[config.mk]
export PLATFORM = sky130hd
export DESIGN_NAME = fifo_burst_reader
export DESIGN_NICKNAME = d
export VERILOG_FILES = /design/src/rtl/fifo_rd_pkg.sv /design/src/rtl/rd_skid_buf.sv /design/src/rtl/fifo_burst_reader.sv
export SDC_FILE = /design/constraint.sdc
export NUM_CORES = 1
export LEC_CHECK = 0
export BUFFER_PORTS_ARGS = -buffer_cell sky130_fd_sc_hd__buf_2
export CAP_MARGIN = 0
export CORE_MARGIN = 8
export CORE_UTILIZATION = 56
export DETAILED_ROUTE_END_ITERATION = 10
export GPL_ROUTABILITY_DRIVEN = 0
export HOLD_SLACK_MARGIN = 0.02
export PLACE_DENSITY = 0.82
export RECOVER_POWER = 50
export SLEW_MARGIN = 20
export SYNTH_ARGS = -nofsm -noshare
export SYNTH_HDL_FRONTEND = slang
export SYNTH_SLANG_ARGS = --single-unit
[constraint.sdc]
create_clock -name clk -period 8.24 [get_ports clk]
set_input_delay 1.648 -clock clk [delete_from_list [all_inputs] [get_ports clk]]
set_output_delay 1.648 -clock clk [all_outputs]
set_load 0.01 [all_outputs]
[src/rtl/fifo_rd_pkg.sv]
// Shared definitions for the FIFO burst read controller and its skid buffer.
package fifo_rd_pkg;

    typedef enum logic [1:0] {
        IDLE  = 2'd0,
        READ  = 2'd1,
        FLUSH = 2'd2,
        DONE  = 2'd3
    } rd_state_t;

    localparam int unsigned SKID_DEPTH = 2;

endpackage

[src/rtl/rd_skid_buf.sv]
// Two-entry in-order register buffer that absorbs the FIFO read latency.
module rd_skid_buf
    import fifo_rd_pkg::*;
#(
    parameter int DATA_SIZE = 8
) (
    input  logic                 clk,
    input  logic                 rst,
    input  logic                 wr_en,
    input  logic [DATA_SIZE-1:0] wr_data,
    input  logic                 rd_en,
    output logic [1:0]           occupancy,
    output logic [DATA_SIZE-1:0] head
);

    localparam logic [1:0] DEPTH = 2'(SKID_DEPTH);

    logic [DATA_SIZE-1:0] entry0;
    logic [DATA_SIZE-1:0] entry1;
    logic [1:0]           count;
    logic                 do_rd;

    assign do_rd     = rd_en && (count != 2'd0);
    assign occupancy = count;
    assign head      = entry0;

    always_ff @(posedge clk or posedge rst) begin
        if (rst) begin
            entry0 <= '0;
            entry1 <= '0;
            count  <= '0;
        end else begin
            case ({wr_en, do_rd})
                2'b10: begin
                    if (count < DEPTH) begin
                        if (count == 2'd0) entry0 <= wr_data;
                        else               entry1 <= wr_data;
                        count <= count + 2'd1;
                    end
                end
                2'b01: begin
                    entry0 <= entry1;
                    count  <= count - 2'd1;
                end
                2'b11: begin
                    // Simultaneous capture and dequeue: shift and refill, count unchanged.
                    if (count == 2'd1) begin
                        entry0 <= wr_data;
                    end else begin
                        entry0 <= entry1;
                        entry1 <= wr_data;
                    end
                end
                default: ;
            endcase
        end
    end

endmodule

[src/rtl/fifo_burst_reader.sv]
// Burst read controller: pops N words from the FIFO and streams them out via valid/ready.
module fifo_burst_reader
    import fifo_rd_pkg::*;
#(
    parameter int DATA_SIZE = 8,
    parameter int LEN_SIZE  = 4
) (
    input  logic                 clk,
    input  logic                 rst,
    input  logic                 cmd_valid,
    input  logic [LEN_SIZE-1:0]  cmd_len,
    output logic                 cmd_ready,
    input  logic                 fifo_empty,
    input  logic [DATA_SIZE-1:0] fifo_data,
    output logic                 pop,
    output logic                 can_read,
    output logic                 out_valid,
    output logic [DATA_SIZE-1:0] out_data,
    input  logic                 out_ready,
    output logic                 done,
    output logic                 busy
);

    localparam logic [2:0] SKID_LIMIT = 3'(SKID_DEPTH);

    rd_state_t           state;
    rd_state_t           state_next;
    logic [LEN_SIZE-1:0] remaining;
    logic                inflight;
    logic [1:0]          occupancy;
    logic                deq;
    logic [2:0]          committed;
    logic                drain_now;

    rd_skid_buf #(
        .DATA_SIZE(DATA_SIZE)
    ) u_skid (
        .clk       (clk),
        .rst       (rst),
        .wr_en     (inflight),
        .wr_data   (fifo_data),
        .rd_en     (out_ready),
        .occupancy (occupancy),
        .head      (out_data)
    );

    assign out_valid = (occupancy != 2'd0);
    assign deq       = out_valid && out_ready;
    assign can_read  = pop;

    // Slots already claimed after this edge; crediting the dequeue keeps 1 word/cycle.
    assign committed = 3'(occupancy) + 3'(inflight) - 3'(deq);
    assign drain_now = (occupancy == 2'd0) || ((occupancy == 2'd1) && deq);

    always_comb begin
        state_next = state;
        pop        = 1'b0;
        cmd_ready  = 1'b0;
        done       = 1'b0;
        busy       = (state != IDLE);
        case (state)
            IDLE: begin
                cmd_ready = 1'b1;
                if (cmd_valid) state_next = (cmd_len == '0) ? DONE : READ;
            end
            READ: begin
                pop = !fifo_empty && (remaining != '0) && (committed < SKID_LIMIT);
                // Skip the FLUSH cycle when the last word leaves this very cycle.
                if ((remaining == '0) && !inflight && !pop)
                    state_next = drain_now ? DONE : FLUSH;
            end
            FLUSH: begin
                if (drain_now) state_next = DONE;
            end
            DONE: begin
                done       = 1'b1;
                state_next = IDLE;
            end
            default: state_next = IDLE;
        endcase
    end

    always_ff @(posedge clk or posedge rst) begin
        if (rst) begin
            state     <= IDLE;
            remaining <= '0;
            inflight  <= 1'b0;
        end else begin
            state    <= state_next;
            inflight <= pop;
            if ((state == IDLE) && cmd_valid)
                remaining <= cmd_len;
            else if (pop)
                remaining <= remaining - LEN_SIZE'(1);
        end
    end

endmodule
# --- After elaboration in Yosys (flattened, before gate mapping) ---
# Cells that the tools add are included.
word_totals:
  output_inout_bits: 14
  inputBits: 17
  wordCells: 74
  ff_bits: 25
classes:
  n_lt_le_gt_ge: 2
  n_reduce_logical: 26
  n_addsub: 5
  eq_ne: 14
  mux: 21
ops:
  columns: ["operator", "n"]
  rows:
  - ["8-bit 2-to-1 mux", 6]
  - ["8-bit one-hot mux with 3 select lines", 1]
  - ["8-bit one-hot mux with 2 select lines", 1]
  - ["2-bit inequality test, second input constant", 6]
  - ["2-bit 2-to-1 mux", 5]
  - ["2-bit nonzero test", 5]
  - ["2-bit == test, second input constant", 4]
  - ["4-bit logical NOT", 2]
  - ["4-bit 2-to-1 mux", 2]
  - ["2-bit one-hot mux with 4 select lines", 1]
  - ["1-bit logical AND", 7]
  - ["2-bit by 1-bit == test with 1-bit output, second input constant", 3]
  - ["3-bit AND reduction", 2]
  - ["2-bit logical NOT", 2]
  - ["1-bit 2-to-1 mux", 4]
  - ["2-bit one-hot mux with 2 select lines", 1]
  - ["4-bit AND reduction", 1]
  - ["4-bit nonzero test", 1]
  - ["4-bit by 1-bit subtractor with 4-bit output, second input constant", 1]
  - ["2-bit by 1-bit adder with 3-bit output", 1]
  - ["1-bit logical NOT", 3]
  - ["3-bit by 2-bit less-than comparator with 1-bit output, second input constant", 1]
  - ["3-bit nonzero test", 1]
  - ["3-bit by 1-bit subtractor with 3-bit output", 1]
  - ["other kinds (6)", 6]

# --- Logic depth before layout (Yosys ltp) ---
logic_depth:
  ltp_word: 9
  mapped_depth: 10
  ltp_nobuf: 10

# --- Modules after synthesis ---
# Synthesis repeated with hierarchy kept, for this count alone.
unflattened:
  cells_unflattened: 142
  area_unflattened_um2: 1477.7
modules_own_cells:
  columns: ["module", "area_per_inst_um2", "n_inst", "seq_area_each_um2", "cells_each"]
  rows:
  - ["rd_skid_buf", 922.1, 1, 450.4, 84]
  - ["fifo_burst_reader", 555.5, 1, 175.2, 58]

# --- Worst setup path after synthesis ---
# OpenSTA, ideal clock, no wires.
synth_path:
  path_kind: "input to output"
  start: "input port out_ready"
  end: "output port pop"
  arrival_ps: 3203
  path_buffers: 1
  slack_ps: 3389
  path_stages: 8
  t_required_ps: 6592
  path_cell_list: "nand2b_1 > nor2_1 > o21ai_0 > fa_1 > nor2b_1 > nand4_1 > inv_1 > buf_4"
synth_between:
  elab_chain_cells: 5
synth_rtl:
  columns: ["element", "line_no", "rtl"]
  rows:
  - ["start: declaration", "fifo_burst_reader.sv:19", "input logic out_ready,"]
  - ["1-bit logical AND", "fifo_burst_reader.sv:48", "assign deq = out_valid && out_ready;"]
  - ["3-bit by 1-bit subtractor with 3-bit output", "fifo_burst_reader.sv:52", "assign committed = 3'(occupancy) + 3'(inflight) - 3'(deq);"]
  - ["3-bit by 2-bit less-than comparator with 1-bit output", "fifo_burst_reader.sv:67", "pop = !fifo_empty && (remaining != '0) && (committed < SKID_LIMIT);"]
  - ["1-bit logical AND", "fifo_burst_reader.sv:67", null]
  - ["1-bit 2-to-1 mux", "fifo_burst_reader.sv:61", "case (state)"]
  - ["end: declaration", "fifo_burst_reader.sv:15", "output logic pop,"]
# No other way between the ends.

# --- Worst setup path after layout ---
layout_path:
  start: "input port out_ready"
  end: "output port can_read"
layout_between:
  elab_chain_cells: 5
layout_rtl:
  columns: ["element", "line_no", "rtl"]
  rows:
  - ["1-bit logical AND", "fifo_burst_reader.sv:48", null]
  - ["3-bit by 1-bit subtractor with 3-bit output", "fifo_burst_reader.sv:52", null]
  - ["3-bit by 2-bit less-than comparator with 1-bit output", "fifo_burst_reader.sv:67", null]
  - ["1-bit logical AND", "fifo_burst_reader.sv:67", null]
  - ["1-bit 2-to-1 mux", "fifo_burst_reader.sv:61", null]
  - ["end: declaration", "fifo_burst_reader.sv:16", "output logic can_read,"]
# No other way between the ends.

==> reports/metrics.csv <==
metric;value;unit
part of the power in combinational logic;49.8;%
vias in the first global route;1040;
Max Fclk;191;MHz
CP Class;primary input to primary output;
Worst-Margin Slew;0.942;ns
routed wire length per instance;15.0;um
WL final;2.80;mm
final slew viol count;0;
Worst R2R Path Depth;10;
MaxCap Viol Count;0;
Hold Vio Cnt, Final;0;
Power Total;0.563;mW
Clock Skews;0.00189;ns
multi-input logic area;637;um2
Crit Path Max Fanout;8;
Die Y;64.8;um
synthesized flop and latch total;25;
share of post-route cells with drive strength above 1;25.9;%
htree depth;1;
Post-CTS Resized;0;
Reg clk slew, reported paths;0.13;ns
# port buffers;30;
Post-Route Setup TNS;0;ns
Routed Antenna Nets;0;
Worst setup EP type;primary output;
Site Rows;17;
clk buf depth;2;
distinct cell type count after synthesis;31;
drt drc;0;
power share of the clock group;9.8;%
CTS root buf;clkbuf_4;
CTS Buf Count;3;
Hold-fix buffers, CTS;0;
maximum vdd drop;0.216;mV
worst-path cell chain;clkbuf_1 -> nand2b_1 -> nor2_1 -> o21ai_0 -> fa_1 -> nor2b_1 -> nand4_1 -> inv_1 -> buf_2;
starting density of the core;59.7;%
internal power;0.331;mW
Syn Inst Count;128;
Die Area;0.00420;mm2
via count;1010;
max incr delay on CP;0.50;ns
Worst Setup EP;can_read;
Critical R2R Capture;remaining[2];
fill count;182;
Mapped Area;0.00133;mm2
post-route cell area;0.00152;mm2
number of DRC markers in iteration 0;32;
fraction of power spent switching nets;41.2;%
n_diodes;0;
RSZ-0062 raised after global routing;false;
gr usage total;13.9;%
Slew HR;37.1;%
hold slack;0.525;ns
Worst path slowest cell;fa_1;
# IOs;31;
syn nets;153;
total net switching power;0.232;mW
Tcrit/Tclk final;63.4;%
Setup Buffers After CTS;0;
outcome;finished clean;
Arr. time, crit path;3.58;ns
area delta synth->final;13.6;%
Final #Nets;184;
CTS tree;done;
Clock Latency Late Sink;0.32;ns
die extent in x;64.8;um
minimum clock period;5.22;ns
Critical Path RT;6.59;ns
area occupied by registers;626;um2
post-synthesis average cell area;10.4;um2
R2R Setup Slk;5.22;ns
total core area;0.00223;mm2
first-pass GRT wire length;4.73;mm
synth warn;0;
DP HPWL;2.13;mm
Setup violations, final;0;
min-delay worst type;flop to flop;
pin count of the biggest net entering global routing;26;
Vias/cell;5.43;
Critical Path Source;out_ready;
Sink Count;25;
power density cells;372;mW/mm2
first drt pass iteration count;5;
critical path startpoint category;primary input;
Leakage;0.761;nW
worst reg2reg startpoint;u_skid.occupancy[1];
sequential share of power;40.3;%
grt ovf;0;
initial antenna violation count;0;
Area after DPL;0.00150;mm2
Seq/Total Area, Yosys;46.9;%
[worst max-delay path: cells and delay by family]
| family | cells | cell delay [ns] |
|---|---|---|
| simple gates | 4 | 0.81 |
| fa+ha+maj | 1 | 0.50 |
| buf+inv | 3 | 0.45 |
| compound gates | 1 | 0.15 |
[cells by family after synthesis]
group / after synthesis / share of synthesized area [%]
DFF: 25 / 46.9
and+or+nand+nor: 34 / 12.7
buffers and inverters: 15 / 4.69
xor gates and xnor gates: 3 / 1.97
AOI/OAI and AO/OA: 25 / 11.1
adders and majority gates: 8 / 8.07
muxes: 18 / 14.6
[cell type report]
class / instances / share of cell area (%)
clock buffer: 3 / 1.49
multi-input combinational: 88 / 42.0
clock inverter: 1 / 0.330
sequential: 25 / 41.3
tap: 28 / 2.31
inverter: 11 / 2.73
timing repair buffer: 30 / 9.83
[per-stage QoR]
| stage | setup slack (ns) | utilization [%] | cells |
|---|---|---|---|
| 5_1_grt | 2.80 | 67.8 | 186 |
| 3_5_place_dp | 3.10 | 67.1 | 182 |
| 3_3_place_gp | 3.19 | 67.1 | 182 |
| 4_1_cts | 3.09 | 68.3 | 186 |
| 2_1_floorplan | 3.39 | - | 128 |
| 6_report | 3.02 | 67.8 | 186 |
[state kept, by name, summed over array words and instances, names as in the netlist]
signal and count:
u_skid.head 8, state 2, remaining 4, inflight 1
u_skid.entry1 8, u_skid.occupancy 2
[cells in the final DEF (no fill, tap or decap)]
cell      netlist  layout
buf_2           2      29
dfrtp_1        25      25
nor2_1         12      12
a21oi_1        11      11
inv_1          11      11
mux2i_1         9       9
mux2_2          8       8
ha_1            7       7
o21ai_0         6       6
nand2_1         5       5
nand3_1         4       4
or3_1           4       4
xnor2_1         3       3
a31oi_1         3       3
clkbuf_4        0       3
nand2b_1        2       2
nand3b_1        1       1
a21o_1          1       1
o211ai_1        0       1
or3b_1          1       1
nor2b_1         1       1
nand4_1         1       1
or4_1           1       1
a221o_1         1       1
and2_1          1       1
o21ai_1         1       1
o311ai_0        1       1
nor3_1          1       1
mux2_1          0       1
fa_1            1       1
clkinv_2        0       1
clkbuf_1        1       1
[per-layer routing]
| layer | share of wire, % | global-route usage, % |
|---|---|---|
| met1 | 41 | 16.8 |
| met2 | 51 | 22.7 |
| met3 | 5.9 | 5.15 |
| met4 | 1.7 | 3.54 |
| met5 | 0 | 0 |
[power by group through the flow]
| stage | combinational [mW] | clock [mW] | sequential [mW] |
|---|---|---|---|
| 3_3_place_gp | 0.273 | 0 | 0.224 |
| 2_1_floorplan | 0.208 | 0 | 0.227 |
| 6_report | 0.281 | 0.0554 | 0.227 |
| 4_1_cts | 0.291 | 0.0577 | 0.227 |
| 5_1_grt | 0.317 | 0.0603 | 0.235 |
| 3_5_place_dp | 0.288 | 0 | 0.230 |
[Yosys cell counts (all sizes together)]
cell type | number | share of area (%)
fa | 1 | 1.5
nor2 | 12 | 3.4
a21oi | 11 | 4.1
a31oi | 3 | 1.4
ha | 7 | 6.6
nand4 | 1 | 0.47
or3b | 1 | 0.66
nand2b | 2 | 0.94
mux2i | 9 | 6.8
clkbuf | 1 | 0.28
buf | 3 | 1.3
nand3 | 4 | 1.5
a21o | 1 | 0.56
inv | 11 | 3.1
o21ai | 7 | 2.6
nor2b | 1 | 0.47
xnor2 | 3 | 2.0
nor3 | 1 | 0.37
mux2 | 9 | 7.9
a221o | 1 | 0.75
dfrtp | 25 | 47
or4 | 1 | 0.56
and2 | 1 | 0.47
o311ai | 1 | 0.66
nand3b | 1 | 0.56
or3 | 4 | 1.9
nand2 | 5 | 1.4
o211ai | 1 | 0.94
[how the worst min path moves through the flow]
stage                     start          endpoint  slack (ns)  depth (start not counted)
6_report       u_skid.entry1[0]  u_skid.entry1[0]        0.53                          1
5_1_grt        u_skid.entry1[5]  u_skid.entry1[5]        0.55                          1
4_1_cts        u_skid.entry1[0]  u_skid.entry1[0]        0.53                          1
3_5_place_dp   u_skid.entry1[0]  u_skid.entry1[0]        0.50                          1
3_3_place_gp   u_skid.entry1[0]  u_skid.entry1[0]        0.49                          1
2_1_floorplan  u_skid.entry1[0]  u_skid.entry1[0]        0.48                          1
(Power assumes the default switching activity.)
